$ cat src/rtl/rom_loader_if.sv
// Upstream byte-stream handshake used by rom_loader; the loader is the slave.
interface rom_loader_if;
  logic       byte_valid;
  logic [7:0] byte_data;
  logic       byte_ready;

  modport master (output byte_valid, output byte_data, input byte_ready);
  modport slave  (input byte_valid, input byte_data, output byte_ready);
endinterface

$ cat src/rtl/rom_loader.sv
// Streams a length-prefixed big-endian program into instruction ROM and holds the CPU in reset until it lands.
// Optional trailing XOR checksum enabled by defining ROM_LOADER_CHECKSUM_EN.
module rom_loader #(
  parameter int ADDRESS_WIDTH = 10
) (
  input  logic                     clock,
  input  logic                     reset,
  rom_loader_if.slave              bus,
  input  logic                     reload,
  output logic                     rom_write_enable,
  output logic [ADDRESS_WIDTH-1:0] rom_write_address,
  output logic [31:0]              rom_write_data,
  output logic                     cpu_reset,
  output logic                     load_done,
  output logic                     load_error
);

  typedef enum logic [2:0] {
    COUNT_HI,
    COUNT_LO,
    DATA,
`ifdef ROM_LOADER_CHECKSUM_EN
    CHECK,
`endif
    DONE,
    ERROR
  } state_t;

  state_t                   r_state;
  state_t                   w_next;
  state_t                   w_endState;
  logic                     r_byteReady;
  logic [7:0]               r_countHi;
  logic [15:0]              r_count;
  logic [ADDRESS_WIDTH-1:0] r_index;
  logic [1:0]               r_byteCnt;
  logic [23:0]              r_shift;
`ifdef ROM_LOADER_CHECKSUM_EN
  logic [7:0]               r_checksum;
`endif

  logic        w_xfer;
  logic [15:0] w_count;
  logic        w_countTooBig;
  logic        w_lastWord;

  assign bus.byte_ready = r_byteReady;
  assign w_xfer         = bus.byte_valid & r_byteReady;
  assign w_count        = {r_countHi, bus.byte_data};
  // Exactly 2^ADDRESS_WIDTH words fills the ROM; one more would wrap the address.
  assign w_countTooBig  = 32'(w_count) > (32'd1 << ADDRESS_WIDTH);
  assign w_lastWord     = (32'(r_index) + 32'd1) == 32'(r_count);

`ifdef ROM_LOADER_CHECKSUM_EN
  assign w_endState = CHECK;
`else
  assign w_endState = DONE;
`endif

  always_comb begin
    w_next = r_state;
    case (r_state)
      COUNT_HI: if (w_xfer) w_next = COUNT_LO;
      COUNT_LO: begin
        if (w_xfer) begin
          if (w_countTooBig)        w_next = ERROR;
          else if (w_count == 16'd0) w_next = w_endState;
          else                       w_next = DATA;
        end
      end
      DATA: if (w_xfer && (r_byteCnt == 2'd3) && w_lastWord) w_next = w_endState;
`ifdef ROM_LOADER_CHECKSUM_EN
      CHECK: if (w_xfer) w_next = (bus.byte_data == r_checksum) ? DONE : ERROR;
`endif
      DONE, ERROR: if (reload) w_next = COUNT_HI;
      default: w_next = COUNT_HI;
    endcase
  end

  // Status outputs are registered from the next state so they always agree with r_state.
  always_ff @(posedge clock or negedge reset) begin
    if (!reset) begin
      r_state           <= COUNT_HI;
      r_byteReady       <= 1'b1;
      cpu_reset         <= 1'b1;
      load_done         <= 1'b0;
      load_error        <= 1'b0;
      rom_write_enable  <= 1'b0;
      rom_write_address <= '0;
      rom_write_data    <= '0;
      r_countHi         <= '0;
      r_count           <= '0;
      r_index           <= '0;
      r_byteCnt         <= '0;
      r_shift           <= '0;
`ifdef ROM_LOADER_CHECKSUM_EN
      r_checksum        <= '0;
`endif
    end else begin
      r_state          <= w_next;
      r_byteReady      <= (w_next != DONE) && (w_next != ERROR);
      cpu_reset        <= (w_next != DONE);
      load_done        <= (w_next == DONE);
      load_error       <= (w_next == ERROR);
      rom_write_enable <= 1'b0;
      case (r_state)
        COUNT_HI: begin
          if (w_xfer) begin
            r_countHi <= bus.byte_data;
`ifdef ROM_LOADER_CHECKSUM_EN
            r_checksum <= r_checksum ^ bus.byte_data;
`endif
          end
        end
        COUNT_LO: begin
          if (w_xfer) begin
            r_count <= w_count;
`ifdef ROM_LOADER_CHECKSUM_EN
            r_checksum <= r_checksum ^ bus.byte_data;
`endif
          end
        end
        DATA: begin
          if (w_xfer) begin
            r_byteCnt <= r_byteCnt + 2'd1;
`ifdef ROM_LOADER_CHECKSUM_EN
            r_checksum <= r_checksum ^ bus.byte_data;
`endif
            if (r_byteCnt == 2'd3) begin
              rom_write_enable  <= 1'b1;
              rom_write_data    <= {r_shift, bus.byte_data};
              rom_write_address <= r_index;
              r_index           <= r_index + 1'b1;
            end else begin
              r_shift <= {r_shift[15:0], bus.byte_data};
            end
          end
        end
        DONE, ERROR: begin
          if (reload) begin
            r_countHi <= '0;
            r_count   <= '0;
            r_index   <= '0;
            r_byteCnt <= '0;
            r_shift   <= '0;
`ifdef ROM_LOADER_CHECKSUM_EN
            r_checksum <= '0;
`endif
          end
        end
        default: ;
      endcase
    end
  end

endmodule

$ cat src/flat_wrapper.sv
// flat-port wrapper written by rule: the top's interface ports become plain ports
module rom_loader_flat 
#(
  parameter int ADDRESS_WIDTH = 10
)
  (clock, reset, reload, rom_write_enable, rom_write_address, rom_write_data, cpu_reset, load_done, load_error, bus_byte_valid, bus_byte_data, bus_byte_ready);
  rom_loader_if bus_i ();
  input  logic clock;
  input  logic reset;
  input  logic reload;
  output logic rom_write_enable;
  output logic [ADDRESS_WIDTH-1:0] rom_write_address;
  output logic [31:0] rom_write_data;
  output logic cpu_reset;
  output logic load_done;
  output logic load_error;
  input wire logic [$bits(bus_i.byte_valid)-1:0] bus_byte_valid;
  input wire logic [$bits(bus_i.byte_data)-1:0] bus_byte_data;
  output wire logic [$bits(bus_i.byte_ready)-1:0] bus_byte_ready;
  assign bus_i.byte_valid = bus_byte_valid;
  assign bus_i.byte_data = bus_byte_data;
  assign bus_byte_ready = bus_i.byte_ready;
  rom_loader #(.ADDRESS_WIDTH(ADDRESS_WIDTH)) u_core (.clock(clock), .reset(reset), .bus(bus_i), .reload(reload), .rom_write_enable(rom_write_enable), .rom_write_address(rom_write_address), .rom_write_data(rom_write_data), .cpu_reset(cpu_reset), .load_done(load_done), .load_error(load_error));
endmodule
$ cat config.mk
export PLATFORM = sky130hd
export DESIGN_NAME = rom_loader_flat
export DESIGN_NICKNAME = d
export VERILOG_FILES = /design/src/rtl/rom_loader_if.sv /design/src/rtl/rom_loader.sv /design/src/flat_wrapper.sv
export SDC_FILE = /design/constraint.sdc
export NUM_CORES = 1
export LEC_CHECK = 0
export CAP_MARGIN = 20
export CORE_MARGIN = 10
export CORE_UTILIZATION = 50
export CTS_CLUSTER_DIAMETER = 30
export DETAILED_ROUTE_END_ITERATION = 7
export MAX_ROUTING_LAYER = met4
export PLACE_DENSITY = 0.78
export SLEW_MARGIN = 10
export SYNTH_ARGS = -nofsm -noshare
export SYNTH_HDL_FRONTEND = slang
export SYNTH_SLANG_ARGS = --single-unit
$ cat constraint.sdc
create_clock -name clock -period 2 [get_ports clock]
set_input_delay 0.4 -clock clock [delete_from_list [all_inputs] [get_ports clock]]
set_output_delay 0.4 -clock clock [all_outputs]
set_load 0.1 [all_outputs]
==> results of run 1 <==
==> synth_stat cells (all sizes together), types with 3 or more instances <==
cell type	n	area, um2
nand2	211	792
dfrtp	108	2700
o21ai	58	290
clkbuf	30	113
nand3	13	65.1
nor2	13	48.8
inv	11	41.3
o31ai	11	96.3
nor3	10	55.1
xnor2	10	87.6
a21oi	9	45.0
nor4	6	43.8
and3	4	30.0
nand2b	4	25.0
nand4	4	31.3
nor3b	3	27.5
o211ai	3	22.5
o21a	3	22.5
or4	3	26.3
xor2	3	26.3
==> power groups by stage <==
stage	combinational [uW]	clock (uW)	sequential, uW
6_report	1910	1240	3020
5_1_grt	2130	1370	3080
3_3_place_gp	1740	0	3040
4_1_cts	1920	1270	3020
3_5_place_dp	1820	0	3060
2_1_floorplan	1200	0	3100
==> sequential cells by signal, summed over array words and instances, names as in the netlist, 2 cells and up <==
signal and cells:
u_core.rom_write_data 32, u_core.r_shift 24, u_core.r_count 16, u_core.r_index 10, u_core.rom_write_address 10, u_core.r_countHi 8, u_core.r_state 3, u_core.r_byteCnt 2
==> final cells by class <==
type / instances / area, um2
clock buffer: 9 / 124
clock inverter: 6 / 52.6
fill: 798 / 3320
inverter: 11 / 41.3
multi-input combinational: 390 / 2000
sequential: 110 / 2760
tap: 129 / 161
timing repair buffer: 106 / 871
==> timing repair <==
| action | CTS | global route |
|---|---|---|
| gates resized for setup | 5 | 3 |
| setup endpoints to repair | 24 | 33 |
| setup buffers | 2 | 0 |
| pin swaps | 6 | 2 |
| cloned | 1 | 0 |
==> critical path, stage by stage, from the launching register on <==
cell and delay, ns:
dfrtp_1 0.40, or4_4 0.55, nor4_4 0.17, nand4_1 0.13, a2111o_1 0.35, o31ai_4 0.27
and2_1 0.17
==> routing by layer <==
layer | GRT usage (%) | vias to the layer above | share of wire, %
met4 | 5.49 | 0 | 1.7
li1 | - | 1975 | -
met1 | 22.0 | 1933 | 45
met3 | 3.76 | 23 | 4.8
met2 | 27.4 | 79 | 49
met5 | - | - | 0
==> worst max-delay path by stage <==
| stage | end | slack, ns | cells past startpoint |
|---|---|---|---|
| finish | u_core.load_done | -0.09 | 6 |
| global route | u_core.load_done | -0.18 | 6 |
| CTS | u_core.load_done | -0.22 | 6 |
| detailed placement | u_core.r_shift[2] | -0.26 | 5 |
| global placement | u_core.load_done | -0.20 | 6 |
| floorplan | u_core.r_countHi[6] | 0.01 | 6 |
==> stage by stage <==
stage               setup TNS (ns)  area [um2]  std cells
finish                      -0.217        6010        761
global route                -0.565        6010        761
CTS                         -0.733        6000        761
detailed placement           -5.63        5760        743
global placement             -3.21        5760        743
floorplan                        0        4850        541
==> cells by family after synthesis <==
kind of cell    after synthesis  share of synthesized area [%]
compound gates               95                           11.9
fa+ha+maj                     2                          0.518
xor+xnor                     13                           2.36
mux                           2                          0.414
buf+inv                      42                           3.29
simple gates                277                           24.5
flops                       110                           57.0
==> summary.md, run 1 <==
| Metric | Value |
|---|---|
| Iteration-0 DRC Markers | 208 |
| Commonest non-fill, non-tap cells in the layout | nand2_1, dfrtp_1, buf_4, o21ai_0, o21ai_1 |
| Internal power | between 3000 and 4000 uW |
| Switching power | ~2300 uW |
| DIE AREA | ~14000 um2 |
| Cell Area, Synth | slightly below 5000 um2 |
| Number of vias per cell | 5.27 |
| CTS tree | yes |
| Clock Pin Slew Worst Setup and Hold Paths | roughly 0.10 ns |
| Critical Path End Type | flop |
| Vias | ~4000 |
| Sequential Power Share | 49.0% |
| Comb pwr share | ~31% |
| Yosys Warn Count | 0 |
| Setup violators final | 4 |
| CP startpoint | u_core.r_count[11] |
| Pwr Density | about 1000 nW/um2 |
| Max Cap Violations | 0 |
| Commonest non-fill, non-tap cell in the layout | nand2_1 |
| Largest net degree at the start of global routing | 54 |
| CP required | 2.31 ns |
| DP HPWL | 8410 um |
| Clock H-tree levels | 3 |
| Main synth FF type | dfrtp_1 |
| Average size of a mapped cell | 8.93 um2 |
| Cts hold-fix bufs | 0 |
| Ant. Diodes | 0 |
| Synth cell types | 47 |
| Min Hold Slack | -0.0205 ns |
| Worst Hold Class | input pin to async pin |
| Slew headroom | 59.4% |
| Failing checks | negative hold slack, negative setup slack |
| Port bufs | 58 |
| Crit start category | flop |
| Routed len/inst | 15.4 um |
| RR Endpoint | u_core.load_done |
| Vias in the first global route | just under 4000 |
| Clock network fraction of total power | around a fifth |
| IO Count | slightly below 60 |
| Max Slew Vio Count | 0 |
| Core Box Area | 9330 um2 |
| Total grt overflow | 0 |
| Die H | between 100 and 150 um |
| Fraction of layout cells with a size suffix above 1 | just over 20% |
| Post-synth EDFFs | 0 |
| Final hold vios | 15 |
| Placer Congestion | between 0.9 and 1 |
| Total GRT Usage | roughly 17% |
| Unrepaired setup endpoints after global routing | yes |
| End-of-flow core utilization | between 60% and 70% |
| Post-Place Setup Slack | -0.255 ns |
| Worst Tran Pin Value | 0.608 ns |
| Register-to-Register Path Depth | 6 |
| Clk_lat worst skew | about 0.37 ns |
| Root Driver | clkbuf_8 |
| Status | finished with violations |
| Crit path time final | ~2.1 ns |
| CTS sink cnt | 110 |
| Rows | 35 |
| Worst VDD drop | between 0.6 and 0.7 mV |
| DRC viols | 0 |
| Critical path arrival | roughly 2.4 ns |
| Tcrit/Tclk final | 104% |
| Sequential area share after synthesis | 57.0% |
| Layout Area Growth over Synthesis | 24.4% |
| Critical path class | flop to flop |
| Antenna violations before repair | 0 |
| FFs w/ async S/R, synth | 100% |
| Worst-path fanout max | 4 |
| Mapped Nets | 555 |
| DR pass1 iterations | 5 |
| Post-route setup slack | -0.0888 ns |
| Cells after Synth | roughly 540 |
| Clock buffer count from CTS | 9 |
| Slack of the worst reg-to-reg path | -0.09 ns |
| Post-DRT Antenna Nets | 0 |
| Design Power | 6160 uW |
| Die extent in x | 118 um |
| CTS Buffer Depth | 2 |
| Yosys reg bits | 110 |
| Final net count | ~640 |
| Routed WL | between 10000 and 15000 um |
| F_max | 0.479 GHz |
| Sw frac | a little under two fifths |
| First-pass GRT wire length | between 15000 and 20000 um |
| Clk_skew | between 0.007 and 0.008 ns |
| Reg2reg start | u_core.r_count[11] |
| Lkg Pwr | 0.00298 uW |
| Starting Density | around 52% |
Note: power is estimated with default switching activity, not from simulation.
==> run 2: changes to the inputs <==
Settings changed: CTS_CLUSTER_SIZE set to 40, SLEW_MARGIN 10 to unset.
==> results of run 2 <==
The final DEF is identical to that of run 1; final timing and power are the same.
==> run 3: changes to the inputs <==
Settings changed: CAP_MARGIN 20 to 0.
==> results of run 3 <==
The final DEF is identical to that of run 1; final timing and power are the same.
